$ cat config.mk
export PLATFORM = sky130hd
export DESIGN_NAME = edac_secded_pipe
export DESIGN_NICKNAME = d
export VERILOG_FILES = /design/src/rtl/edac_pkg.sv /design/src/rtl/edac_secded_enc.sv /design/src/rtl/edac_secded_pipe.sv
export SDC_FILE = /design/constraint.sdc
export NUM_CORES = 1
export LEC_CHECK = 0
export CAP_MARGIN = 10
export CORE_ASPECT_RATIO = 0.9
export CORE_MARGIN = 5
export CORE_UTILIZATION = 50
export DETAILED_ROUTE_END_ITERATION = 16
export PLACE_DENSITY = 0.8
export SYNTH_ARGS = -nofsm -noshare
export SYNTH_HDL_FRONTEND = slang
export SYNTH_SLANG_ARGS = --single-unit
$ cat constraint.sdc
create_clock -name clk -period 10.8 [get_ports clk]
set_input_delay 1.08 -clock clk [delete_from_list [all_inputs] [get_ports clk]]
set_output_delay 1.08 -clock clk [all_outputs]
set_load 0.05 [all_outputs]
$ cat src/rtl/edac_pkg.sv
// Shared definitions for the SEC-DED codec.
// - calc_p:   number of Hamming check bits P for a given data width.
// - is_pow2:  true for 1, 2, 4, ...
// - pos_of:   codeword position (1-based) of data bit k.
// - calc_chk: raw check bits {overall parity, chk[P-1:0]} for a data word.
// - edac_class_e: decode classification.
package edac_pkg;

  localparam int unsigned MaxDataW = 64;
  localparam int unsigned MaxChkW  = 8;

  typedef enum logic [1:0] {CLEAN, SINGLE, DOUBLE, UNCORR} edac_class_e;

  // Smallest p with 2^p >= data_w + p + 1.
  function automatic int calc_p(input int data_w);
    int p;
    p = 7;
    for (int i = 7; i >= 1; i--) begin
      if ((1 << i) >= data_w + i + 1) p = i;
    end
    return p;
  endfunction

  function automatic bit is_pow2(input int x);
    return (x > 0) && ((x & (x - 1)) == 0);
  endfunction

  // Data bit k lands on the k-th position that is not a power of two.
  function automatic int pos_of(input int k);
    int pos;
    pos = 2;
    for (int j = 0; j < MaxDataW; j++) begin
      if (j <= k) begin
        pos++;
        if (is_pow2(pos)) pos++;
      end
    end
    return pos;
  endfunction

  // Bits of data above data_w must be zero.
  function automatic logic [MaxChkW-1:0] calc_chk(input logic [MaxDataW-1:0] data,
                                                  input int data_w, input int p);
    logic [MaxChkW-1:0] chk;
    int pos;
    chk = '0;
    pos = 2;
    for (int k = 0; k < MaxDataW; k++) begin
      if (k < data_w) begin
        pos++;
        if (is_pow2(pos)) pos++;
        for (int i = 0; i < MaxChkW - 1; i++) begin
          if (i < p && ((pos >> i) & 1) == 1 && data[k[5:0]]) chk[i[2:0]] = ~chk[i[2:0]];
        end
      end
    end
    // Overall parity covers data plus the Hamming bits.
    chk = chk | (MaxChkW'(^data ^ ^chk) << p);
    return chk;
  endfunction

endpackage

$ cat src/rtl/edac_secded_enc.sv
// Combinational SEC-DED check-bit generator (raw, no inversion mask).
// Ports:
//   data  in   DATA_W  data word
//   chk   out  CHK_W   {overall parity, Hamming check bits}
module edac_secded_enc import edac_pkg::*; #(
  parameter int DATA_W = 32,
  parameter int CHK_W  = calc_p(DATA_W) + 1
) (
  input  logic [DATA_W-1:0] data,
  output logic [CHK_W-1:0]  chk
);

  assign chk = CHK_W'(calc_chk(MaxDataW'(data), DATA_W, CHK_W - 1));

endmodule

$ cat src/rtl/edac_secded_pipe.sv
// Pipelined SEC-DED Hamming codec.
// Encode: registered, latency 1. Decode: 2 stages with valid/ready backpressure,
// saturating error counters and first-error syndrome capture.
// Ports:
//   clk, rst                           clock, async active-high reset
//   enc_valid/enc_data                 encode request
//   enc_out_valid/enc_out_data/enc_check  encode result (check bits masked)
//   in_valid/in_ready/in_data/in_check decode request from memory
//   out_valid/out_ready/out_data       corrected decode result
//   out_single/out_double/out_uncorr   decode status
//   cnt_clr                            sync clear of counters and capture
//   cnt_single/cnt_uncorr              saturating handshake counters
//   err_capt_valid/err_capt_syn        first captured {parity flag, syndrome}
module edac_secded_pipe import edac_pkg::*; #(
  parameter int DATA_W = 32,
  parameter int CNT_W  = 16,
  localparam int P     = calc_p(DATA_W),
  localparam int CHK_W = P + 1,
  parameter logic [CHK_W-1:0] INV_MASK = CHK_W'('h0C)
) (
  input  logic              clk,
  input  logic              rst,
  input  logic              enc_valid,
  input  logic [DATA_W-1:0] enc_data,
  output logic              enc_out_valid,
  output logic [DATA_W-1:0] enc_out_data,
  output logic [CHK_W-1:0]  enc_check,
  input  logic              in_valid,
  output logic              in_ready,
  input  logic [DATA_W-1:0] in_data,
  input  logic [CHK_W-1:0]  in_check,
  output logic              out_valid,
  input  logic              out_ready,
  output logic [DATA_W-1:0] out_data,
  output logic              out_single,
  output logic              out_double,
  output logic              out_uncorr,
  input  logic              cnt_clr,
  output logic [CNT_W-1:0]  cnt_single,
  output logic [CNT_W-1:0]  cnt_uncorr,
  output logic              err_capt_valid,
  output logic [CHK_W-1:0]  err_capt_syn
);

  // ---------------- Encode path ----------------
  logic [CHK_W-1:0]  enc_chk_raw;
  logic              enc_valid_q;
  logic [DATA_W-1:0] enc_data_q;
  logic [CHK_W-1:0]  enc_check_q;

  edac_secded_enc #(.DATA_W(DATA_W), .CHK_W(CHK_W)) u_enc (
    .data (enc_data),
    .chk  (enc_chk_raw)
  );

  always_ff @(posedge clk or posedge rst) begin
    if (rst) begin
      enc_valid_q <= 1'b0;
      enc_data_q  <= '0;
      enc_check_q <= '0;
    end else begin
      enc_valid_q <= enc_valid;
      if (enc_valid) begin
        enc_data_q  <= enc_data;
        enc_check_q <= enc_chk_raw ^ INV_MASK;
      end
    end
  end

  assign enc_out_valid = enc_valid_q;
  assign enc_out_data  = enc_data_q;
  assign enc_check     = enc_check_q;

  // ---------------- Decode stage 1: syndrome ----------------
  logic [CHK_W-1:0] dec_c;
  logic [CHK_W-1:0] dec_rchk;
  logic [P-1:0]     dec_syn;
  logic             dec_par;
  logic             advance;

  assign dec_c = in_check ^ INV_MASK;

  edac_secded_enc #(.DATA_W(DATA_W), .CHK_W(CHK_W)) u_dec_enc (
    .data (in_data),
    .chk  (dec_rchk)
  );

  assign dec_syn = dec_c[P-1:0] ^ dec_rchk[P-1:0];
  // Equals ^in_data ^ ^dec_c: dec_rchk[P] already folds ^in_data with ^dec_rchk[P-1:0].
  assign dec_par = dec_rchk[P] ^ dec_c[P] ^ (^dec_syn);

  logic              out_valid_q;
  logic              s1_valid_q;
  logic [DATA_W-1:0] s1_data_q;
  logic [P-1:0]      s1_syn_q;
  logic              s1_par_q;

  assign advance  = !out_valid_q || out_ready;
  assign in_ready = advance;

  always_ff @(posedge clk or posedge rst) begin
    if (rst) begin
      s1_valid_q <= 1'b0;
      s1_data_q  <= '0;
      s1_syn_q   <= '0;
      s1_par_q   <= 1'b0;
    end else if (advance) begin
      s1_valid_q <= in_valid;
      s1_data_q  <= in_data;
      s1_syn_q   <= dec_syn;
      s1_par_q   <= dec_par;
    end
  end

  // ---------------- Decode stage 2: classify / correct ----------------
  edac_class_e       cls;
  logic [DATA_W-1:0] flip;
  logic [DATA_W-1:0] corr_data;

  always_comb begin
    cls = CLEAN;
    if (s1_par_q) begin
      if (int'(s1_syn_q) > DATA_W + P) cls = UNCORR;
      else                             cls = SINGLE;
    end else if (s1_syn_q != '0) begin
      cls = DOUBLE;
    end
  end

  // Syndromes of 0, powers of two and out-of-range values match no data position.
  for (genvar k = 0; k < DATA_W; k++) begin : g_flip
    assign flip[k] = (int'(s1_syn_q) == pos_of(k));
  end

  assign corr_data = s1_par_q ? (s1_data_q ^ flip) : s1_data_q;

  logic [DATA_W-1:0] out_data_q;
  logic              out_single_q, out_double_q, out_uncorr_q;
  logic [CHK_W-1:0]  out_syn_q;

  always_ff @(posedge clk or posedge rst) begin
    if (rst) begin
      out_valid_q  <= 1'b0;
      out_data_q   <= '0;
      out_single_q <= 1'b0;
      out_double_q <= 1'b0;
      out_uncorr_q <= 1'b0;
      out_syn_q    <= '0;
    end else if (advance) begin
      out_valid_q  <= s1_valid_q;
      out_data_q   <= corr_data;
      out_single_q <= s1_valid_q && (cls == SINGLE);
      out_double_q <= s1_valid_q && (cls == DOUBLE);
      out_uncorr_q <= s1_valid_q && ((cls == DOUBLE) || (cls == UNCORR));
      out_syn_q    <= {s1_par_q, s1_syn_q};
    end
  end

  assign out_valid  = out_valid_q;
  assign out_data   = out_data_q;
  assign out_single = out_single_q;
  assign out_double = out_double_q;
  assign out_uncorr = out_uncorr_q;

  // ---------------- Counters and capture ----------------
  logic             hs, inc_single, inc_uncorr, capt_err;
  logic [CNT_W-1:0] cnt_single_d, cnt_single_q, cnt_uncorr_d, cnt_uncorr_q;
  logic             capt_valid_d, capt_valid_q;
  logic [CHK_W-1:0] capt_syn_d, capt_syn_q;

  assign hs         = out_valid_q && out_ready;
  assign inc_single = hs && out_single_q;
  assign inc_uncorr = hs && out_uncorr_q;
  assign capt_err   = hs && (out_single_q || out_uncorr_q);

  always_comb begin
    cnt_single_d = cnt_single_q;
    cnt_uncorr_d = cnt_uncorr_q;
    capt_valid_d = capt_valid_q;
    capt_syn_d   = capt_syn_q;
    if (cnt_clr) begin
      // A coinciding event survives the clear.
      cnt_single_d = inc_single ? CNT_W'(1) : '0;
      cnt_uncorr_d = inc_uncorr ? CNT_W'(1) : '0;
      capt_valid_d = capt_err;
      capt_syn_d   = capt_err ? out_syn_q : '0;
    end else begin
      if (inc_single && cnt_single_q != '1) cnt_single_d = cnt_single_q + 1'b1;
      if (inc_uncorr && cnt_uncorr_q != '1) cnt_uncorr_d = cnt_uncorr_q + 1'b1;
      if (capt_err && !capt_valid_q) begin
        capt_valid_d = 1'b1;
        capt_syn_d   = out_syn_q;
      end
    end
  end

  always_ff @(posedge clk or posedge rst) begin
    if (rst) begin
      cnt_single_q <= '0;
      cnt_uncorr_q <= '0;
      capt_valid_q <= 1'b0;
      capt_syn_q   <= '0;
    end else begin
      cnt_single_q <= cnt_single_d;
      cnt_uncorr_q <= cnt_uncorr_d;
      capt_valid_q <= capt_valid_d;
      capt_syn_q   <= capt_syn_d;
    end
  end

  assign cnt_single     = cnt_single_q;
  assign cnt_uncorr     = cnt_uncorr_q;
  assign err_capt_valid = capt_valid_q;
  assign err_capt_syn   = capt_syn_q;

endmodule
; ---- Word-level counts from Yosys, hierarchy flattened
; Cells that the tools add are included.
[classes]
n_eq_ne = 37
magnitude_cmp = 1
addsub = 2
n_reduce_logical = 24
bitwise = 176
muxes = 193
[ops]
columns = cell, count
row1 = two-way mux 1 bit, 182
row2 = inverter 1 bit, 166
row3 = XOR reduction 64 bit, 2
row4 = equality test 6 bit (second input constant), 21
row5 = two-way mux 16 bit, 4
row6 = equality test 6 x 5 -> 1 bit (second input constant), 7
row7 = adder 16 x 1 -> 16 bit (second input constant), 2
row8 = two-way mux 32 bit, 1
row9 = != test 16 bit (second input constant), 2
row10 = bitwise XOR 32 bit, 1
row11 = two-way mux 7 bit, 3
row12 = equality test 6 x 4 -> 1 bit (second input constant), 3
row13 = XOR reduction 8 bit, 2
row14 = OR 6 x 7 -> 7 bit, 2
row15 = logical AND 1 bit, 10
row16 = equality test 6 x 3 -> 1 bit (second input constant), 1
row17 = greater-than comparator 6 bit (second input constant), 1
row18 = two-way mux 2 bit, 3
row19 = nonzero test 2 bit, 3
row20 = nonzero test 6 bit, 1
row21 = XOR reduction 6 bit, 1
row22 = bitwise XOR 6 bit, 1
row23 = equality test 2 bit (second input constant), 2
row24 = inverter 2 bit, 2
row25 = other kinds (4), 10
[word_totals]
input_bits = 77
ff_bits = 163

; ---- Depth between registers and ports, before layout
; Gate-level depths: netlist of run 1.
[logic_depth]
depth_word = 41
mapped_depth = 8
depth_no_buf = 7

; ---- Hierarchy
; Synthesis of run 1 repeated with hierarchy kept, for this count alone.
[hier_totals]
hier_cells = 852
hier_area_um2 = 8743.4
[modules_own_cells]
columns = module, cells_each, area_each_um2, instances
row1 = edac_secded_pipe, 728, 7267.0, 1
row2 = edac_secded_enc, 62, 738.2, 2

; ---- Worst setup path after synthesis of run 1
; Ideal clock, no wire load.
[synth_path]
path_type = input to output
from = input out_ready
to = output in_ready
path_buffers = 2
stages = 4
setup_slack_ns = 7.717
arrival_time_ns = 2.003
path_cell_list = nor2b_1 -> clkbuf_8 -> inv_1 -> buf_1
[synth_via]
elab_chain_cells = 1
[synth_lines]
columns = item, line_no
row1 = "start, declared", edac_secded_pipe.sv:33  ; input logic out_ready,
row2 = logical OR 1 bit, edac_secded_pipe.sv:98  ; assign advance = !out_valid_q || out_ready;
row3 = "end, declared", edac_secded_pipe.sv:29  ; output logic in_ready,
; No other way between the ends.

; ---- Worst setup path after layout of run 1
; Same ends and word-level chain as after synthesis.

==> out/qor_table.md, run 1 <==
| Result | Reported | Unit |
|---|---|---|
| Standard cell area after detailed placement | 10,500 | µm² |
| Top-area cell type share of the netlist area | 0.482 | - |
| Setup-failing EPs final | 0 | - |
| Half-perimeter wire length after placement | 15,600 | µm |
| Area of the mapped netlist | 8460 | µm² |
| Number of nets in the synthesized netlist | 909 | - |
| Worst-path fanout max | 24 | - |
| Vias per inst | 5.22 | - |
| Slew Limit Fails | 0 | - |
| Initial core utilization | 0.506 | - |
| Worst hold path type | reg -> reg | - |
| Mean instance size in the synthesized netlist | 10.2 | µm² |
| Crit path DAT | 2.93 | ns |
| Netlist cell types | 46 | - |
| Worst-Skew Late Latency | 0.42 | ns |
| Final total negative setup slack | 0 | ns |
| Max-capacitance violation count | 0 | - |
| First-pass DRT Iterations | 5 | - |
| PnR worst setup slack | 6.79 | ns |
| Adder-cell share of the synthesized area | 0.00296 | - |
| Status | completed | - |
| Power after layout | 2.44 | mW |
| Residual overflow from global routing | 0 | - |
| Number of I/O pins | 194 | - |
| Post-synthesis share of cell area spent on xor and xnor gates | 0.226 | - |
| Drt drc | 0 | - |
| Clock tree sinks | 163 | - |
| Layout Area Growth over Synthesis | 32.5 | % |
| Maximum number of buffers from clock root to sink | 2 | - |
| Tcrit/Tclk final | 0.371 | - |
| Count of vias placed by the detailed router | 6,444 | - |
| Final Hold Viols | 0 | - |
| Post-placement setup slack | 6.81 | ns |
| GRT Resource Usage Total | 0.217 | - |
| Final net count | 1,090 | - |
| Top post-synthesis cells by area | sky130_fd_sc_hd__dfrtp_1, sky130_fd_sc_hd__xnor2_1, sky130_fd_sc_hd__nand2_1, sky130_fd_sc_hd__xnor3_1, sky130_fd_sc_hd__xor2_1 | - |
| Transition time at the pin with the least slew margin | 0.945 | ns |
| Antenna Violating Nets Remaining | 0 | - |
| Min Tclk post-route | 4.01 | ns |
| Element type at the critical path start | input pin | - |
| Largest net degree at the start of global routing | 94 | - |
| Proportion of synthesized flip-flops having asynchronous set or reset | 1.00 | - |
| Cell Count, Final, Fillers Out | 1,235 | - |
| Maximum clock frequency | 250 | MHz |
| Post-synth EDFFs | 0 | - |
| Post-synthesis compound-gate area fraction | 0.0485 | - |
| Total Die Area | 19,600 | µm² |
| Setup repair after global routing missed its margin | no | - |
| IR drop worst, VDD | 0.111 | mV |
| Number of global-route vias before repair | 6,525 | - |
| Initial DRC Count | 477 | - |
| Count of hold buffers inserted by post-cts repair | 0 | - |
| Number of buffers created by CTS | 17 | - |
| Detail-routed net length per standard cell | 16.9 | µm |
| Reported leakage power | 4.78 | nW |
| Clock slew seen by the registers of the worst setup and hold paths | 0.07 | ns |
| Die height | 133 | µm |
| CTS tree | yes | - |
| Initial antenna violation count | 0 | - |
| Cell accounting for the most synthesized area | sky130_fd_sc_hd__dfrtp_1 | - |
| Inst Count DP | 1,203 | - |
| Worst slew margin | 0.370 | - |
| Post-CTS Setup Inserts | 0 | - |
| Total number of yosys warnings | 0 | - |
| Most instantiated flip-flop cell in the synthesis netlist | sky130_fd_sc_hd__dfrtp_1 | - |
| Root Buffer Master | sky130_fd_sc_hd__clkbuf_16 | - |
| Count of state elements after synthesis | 163 | - |
| Worst-case clock skew | 0.00917 | ns |
| Sort of element at the end of the critical path | output pin | - |
| Global-route wire length before repair | 33,900 | µm |
| PD cells | 218 | nW/µm² |
| Sequential fraction of the synthesis area | 0.482 | - |
| Number of gates given a new drive strength after cts | 0 | - |
| Aggregate routed wire length | 20,900 | µm |
| Buffers added on ports | 193 | - |
| Layout cells sized above 1 | 0.0820 | - |
| Final standard cell area without fillers | 11,200 | µm² |
| Category of the critical setup timing path | in -> out | - |
| Multiplexer share of the synthesized area | 0.0507 | - |
| Synthesized instance count | 830 | - |
| # H-tree levels | 4 | - |
| Ant diodes | 0 | - |
| Main combinational cell family by area after synthesis | XOR/XNOR gates | - |
| Worst EP required | 9.72 | ns |
| Final weighted congestion of routability-driven global placement | 0.829 | - |
| Row count | 45 | - |
| Die X-Extent | 147 | µm |
| Basic-gate share of the synthesized area counting and, or, nand and nor cells | 0.166 | - |
| Std-Cell Core Area | 16,700 | µm² |
## kinds of logic (layout without fill, tap and decap cells)
kind of cell	count (synthesis)	after routing
flip-flops	163	163
XOR/XNOR	174	174
adder cells (fa/ha/maj)	2	2
AO/OA/AOI/OAI	75	75
buffers and inverters	48	242
multiplexers	38	38
AND/OR/NAND/NOR	330	330
## cell usage in the layout (no fill, tap or decap), types with 2 or more instances in the layout
master and instances:
sky130_fd_sc_hd__bufinv_16 5, sky130_fd_sc_hd__inv_6 3, sky130_fd_sc_hd__inv_8 2, sky130_fd_sc_hd__xnor3_2 3
sky130_fd_sc_hd__nand2b_1 6, sky130_fd_sc_hd__o22ai_1 2, sky130_fd_sc_hd__and3_1 5, sky130_fd_sc_hd__inv_1 10
sky130_fd_sc_hd__a31o_2 2, sky130_fd_sc_hd__clkinvlp_4 2, sky130_fd_sc_hd__clkinv_2 2, sky130_fd_sc_hd__or3_1 8
sky130_fd_sc_hd__and4_1 3, sky130_fd_sc_hd__dfrtp_1 163, sky130_fd_sc_hd__ha_1 2, sky130_fd_sc_hd__xnor3_1 19
sky130_fd_sc_hd__nor2b_1 5, sky130_fd_sc_hd__nand2_1 205, sky130_fd_sc_hd__nor3_1 9, sky130_fd_sc_hd__nand4_1 9
sky130_fd_sc_hd__clkdlybuf4s50_1 192, sky130_fd_sc_hd__xnor2_1 100, sky130_fd_sc_hd__o21ai_0 50, sky130_fd_sc_hd__xor3_1 3
sky130_fd_sc_hd__nor2_1 51, sky130_fd_sc_hd__nand3_1 18, sky130_fd_sc_hd__buf_4 5, sky130_fd_sc_hd__a21oi_1 14
sky130_fd_sc_hd__nor4_1 3, sky130_fd_sc_hd__xor2_1 47, sky130_fd_sc_hd__mux2_2 35, sky130_fd_sc_hd__mux2i_1 2
sky130_fd_sc_hd__clkbuf_16 17, sky130_fd_sc_hd__o2111ai_1 2
## cell usage after synthesis, drive strengths merged (2+ instances only)
cell type and number:
and4 3, nor4 3, nand2 205, xnor2 101, buf 2, nor2 51
ha 2, a21oi 14, o2111ai 2, and3 5, nand3 18, dfrtp 163
xor2 47, nand2b 6, mux2i 2, nand4 9, clkbuf 33, o22ai 2
xor3 3, mux2 36, a31o 2, o21ai 51, xnor3 23, inv 11
nor2b 6, or3 8, nor3 9
## power by group
group	internal (mW)	switching, mW	leakage [nW]
Clock	0.421	0.251	0.321
Combinational	0.417	0.535	2.44
Sequential	0.721	0.0973	2.02
## cell type report
type                            count  area (µm²)
Timing Repair Buffer              198        1960
Multi-Input combinational cell    619        4190
Inverter                           12        50.0
Clock buffer                       18         439
Tap cell                          211         264
Clock inverter                     14         224
Sequential cell                   163        4080
Fill cell                        1354        5510
## layer usage
layer	up-vias	wire [µm]	share of wire	track usage
met3	24	1120	0.054	0.0520
met1	3134	9360	0.45	0.288
li1	3086	-	-	-
met2	200	10100	0.48	0.358
met4	0	330	0.016	0.0606
met5	-	0	0	0
## path summary, 6_finish.rpt
| check | from | to | slack, ns | cells after the start |
|---|---|---|---|---|
| setup / recovery | out_ready | in_ready | 6.79 | 4 |
| hold / removal | out_syn_q[0] | out_syn_q[0] | 0.47 | 2 |
| setup reg to reg | cnt_uncorr[0] | cnt_uncorr[10] | 8.42 | 7 |
| hold reg to reg | out_syn_q[0] | out_syn_q[0] | 0.47 | 2 |
| max in group asynchronous | rst | out_data[18] | 8.15 | 3 |
| min in group asynchronous | rst | cnt_uncorr[13] | 1.20 | 2 |
## critical path, cell delays in order
cell	delay, ns
sky130_fd_sc_hd__clkdlybuf4s50_1	0.52
sky130_fd_sc_hd__nor2b_4	0.47
sky130_fd_sc_hd__inv_1	0.12
sky130_fd_sc_hd__clkdlybuf4s50_1	0.73
## through the flow
step	util	hold WS [ns]
floorplan	-	0.439
global placement	0.631	0.457
detailed placement	0.631	0.460
CTS	0.670	0.474
global route	0.670	0.499
finish	0.670	0.473
## state kept, by name, summed over array words and instances, names as in the netlist, 6 cells and up
| register | flops |
|---|---|
| cnt_single | 16 |
| enc_check | 7 |
| cnt_uncorr | 16 |
| out_syn_q | 7 |
| s1_syn_q | 6 |
| err_capt_syn | 7 |
| out_data | 32 |
| enc_out_data | 32 |
| s1_data_q | 32 |
Power figures use the tool's default switching activity.
==> run 2: changes to the inputs <==
Settings changed: CORE_UTILIZATION 50 to 46, PLACE_DENSITY 0.8 to 0.77.
Clock period 10.8 ns to 3.55 ns, I/O delays scaled along.
==> out/qor_table.md, run 2 (synthesized netlist as in run 1, its figures left out) <==
| Result | Reported | Unit | vs previous |
|---|---|---|---|
| Footprint of the flip-flops and latches | 4080 | µm² | unchanged |
| Largest net degree at the start of global routing | 116 | - | +23% |
| Initial core utilization | 0.464 | - | -0.0418 |
| GRT Resource Usage Total | 0.203 | - | -0.0140 |
| Slew Limit Fails | 0 | - | unchanged |
| Setup-failing EPs final | 0 | - | unchanged |
| Die X-Extent | 153 | µm | +4.0% |
| Root Buffer Master | sky130_fd_sc_hd__clkbuf_16 | - |  |
| Count of vias placed by the detailed router | 6,436 | - | -0.12% |
| Number of cells on the worst reg-to-reg path | 7 | - | unchanged |
| CTS tree | yes | - |  |
| Half-perimeter wire length after placement | 16,000 | µm | +3.1% |
| Worst hold path type | in -> async | - |  |
| Worst-Skew Late Latency | 0.42 | ns | about the same |
| Std-Cell Core Area | 18,200 | µm² | +9.0% |
| Tcrit/Tclk final | 0.760 | - |  |
| Number of I/O pins | 194 | - | unchanged |
| Category of the critical setup timing path | in -> reg | - |  |
| Multi-input gate area | 4190 | µm² | unchanged |
| Number of global-route vias before repair | 6,525 | - | unchanged |
| Sort of element at the end of the critical path | register | - |  |
| Transition time at the pin with the least slew margin | 1.03 | ns | +0.0829 ns |
| Number of buffers created by CTS | 17 | - | unchanged |
| Row count | 47 | - | +4.4% |
| Drt drc | 0 | - | unchanged |
| Max-capacitance violation count | 0 | - | unchanged |
| Layout cells sized above 1 | 0.0828 | - | +0.000815 |
| Vias per inst | 5.06 | - | -3.0% |
| Worst setup path start | in_data[24] | - |  |
| Element type at the critical path start | input pin | - |  |
| Final weighted congestion of routability-driven global placement | 0.885 | - | +6.7% |
| PD cells | 636 | nW/µm² | +190% |
| Worst-path fanout max | 4 | - | -83% |
| Worst Hold Slack | 0.442 | ns | -0.0302 ns |
| Detail-routed net length per standard cell | 16.8 | µm | -0.82% |
| Worst-case clock skew | 0.00793 | ns | -0.00124 ns |
| Residual overflow from global routing | 0 | - | unchanged |
| Worst slew margin | 0.315 | - | -0.0553 |
| Min Tclk post-route | 2.70 | ns |  |
| Clock slew seen by the registers of the worst setup and hold paths | 0.06 | ns | about the same |
| Final net count | 1,094 | - | +0.37% |
| Power after layout | 7.12 | mW | +190% |
| Reported leakage power | 4.76 | nW | -0.54% |
| Number of fill cells in the layout | 1,544 | - | +14% |
| Crit path capture | s1_par_q | - |  |
| Worst EP required | 3.85 | ns | -5.87 ns |
| Global-route wire length before repair | 34,800 | µm | +2.8% |
| Buffers added on ports | 193 | - | unchanged |
| Die height | 139 | µm | +3.9% |
| Maximum number of buffers from clock root to sink | 2 | - | unchanged |
| Layout Area Growth over Synthesis | 32.4 | % |  |
| Initial DRC Count | 407 | - | -15% |
| Final Hold Viols | 0 | - | unchanged |
| Initial antenna violation count | 0 | - | unchanged |
| Ant diodes | 0 | - | unchanged |
| Startpoint of the most critical register-to-register path | cnt_uncorr[0] | - |  |
| # H-tree levels | 4 | - | unchanged |
| Endpoint of the worst-slack reg-to-reg timing path | cnt_uncorr[8] | - |  |
| Post-CTS Setup Inserts | 0 | - | unchanged |
| Reg2reg setup slack | 1.14 | ns | -7.28 ns |
| Status | completed | - |  |
| Most used cells in the layout excluding fill and tap cells | sky130_fd_sc_hd__nand2_1, sky130_fd_sc_hd__clkdlybuf4s50_1, sky130_fd_sc_hd__dfrtp_1, sky130_fd_sc_hd__xnor2_1, sky130_fd_sc_hd__nor2_1 | - |  |
| Clock tree sinks | 163 | - | unchanged |
| Number of gates given a new drive strength after cts | 0 | - | unchanged |
| Setup repair after global routing missed its margin | no | - |  |
| Leading cell type in the layout, fill and taps excluded | sky130_fd_sc_hd__nand2_1 | - |  |
| Total Die Area | 21,200 | µm² | +8.1% |
| IR drop worst, VDD | 0.366 | mV | +230% |
| Antenna Violating Nets Remaining | 0 | - | unchanged |
| Aggregate routed wire length | 21,300 | µm | +2.1% |
| Count of hold buffers inserted by post-cts repair | 0 | - | unchanged |
| Final total negative setup slack | 0 | ns | unchanged |
| Maximum clock frequency | 371 | MHz |  |
| Crit path DAT | 3.00 | ns | +0.07 ns |
| First-pass DRT Iterations | 4 | - | -1 |
-- run 2: cell types whose count changed in the layout (fill, tap and decap cells not counted) --
cell                              change
sky130_fd_sc_hd__bufinv_16            -4
sky130_fd_sc_hd__buf_12               +3
sky130_fd_sc_hd__buf_4                +2
sky130_fd_sc_hd__clkbuf_1             +2
sky130_fd_sc_hd__clkinv_2             +2
sky130_fd_sc_hd__inv_6                -2
sky130_fd_sc_hd__inv_8                -2
sky130_fd_sc_hd__clkbuf_8             +1
sky130_fd_sc_hd__clkdlybuf4s50_1      -1
sky130_fd_sc_hd__clkinvlp_4           +1
-- run 2: layout make-up --
| cell class | instances | share of cell area |
|---|---|---|
| flip-flops and latches | 163 | 0.364 |
| clock buffers | 21 | 0.0411 |
| repair buffers | 202 | 0.181 |
| inverters | 12 | 0.00436 |
| well taps | 245 | 0.0274 |
| clock inverters | 9 | 0.00738 |
| multi-input cells | 619 | 0.374 |
-- run 2: per-layer routing --
metal	track usage	up-vias	wire [µm]
li1	-	3092	-
met1	0.278	3119	9740
met2	0.326	203	10000
met3	0.0480	22	1170
met4	0.0520	0	344
met5	0	-	0
-- run 2: stage by stage --
stage	area, µm²	util	setup WS, ns	std cells
final	11200	0.614	0.851	1271
after global routing	11200	0.614	0.818	1271
after CTS	11200	0.614	0.879	1271
after detailed placement	10700	0.584	0.474	1241
after global placement	10700	0.584	0.570	1241
after floorplan	8460	-	1.08	830
-- run 2: worst max-delay path, cell delays in order --
cell and delay (ns):
sky130_fd_sc_hd__clkdlybuf4s50_1 0.53, sky130_fd_sc_hd__xnor3_1 0.51, sky130_fd_sc_hd__xnor3_1 0.41, sky130_fd_sc_hd__xnor2_1 0.20, sky130_fd_sc_hd__xor2_1 0.25, sky130_fd_sc_hd__xor3_1 0.47
sky130_fd_sc_hd__mux2_4 0.27
-- run 2: report_power, final --
group	leakage, nW	internal [mW]	switching [mW]
combinational	2.47	1.28	1.63
clock	0.265	0.993	0.731
sequential	2.02	2.19	0.293
-- run 2: worst min path at each step --
stage	to	slack, ns	cells after the start
2_1_floorplan	enc_out_valid	0.39	0
3_3_place_gp	out_syn_q[6]	0.46	2
3_5_place_dp	out_syn_q[6]	0.46	2
4_1_cts	cnt_uncorr[10]	0.45	2
5_1_grt	out_syn_q[6]	0.49	2
6_report	enc_out_valid	0.44	2
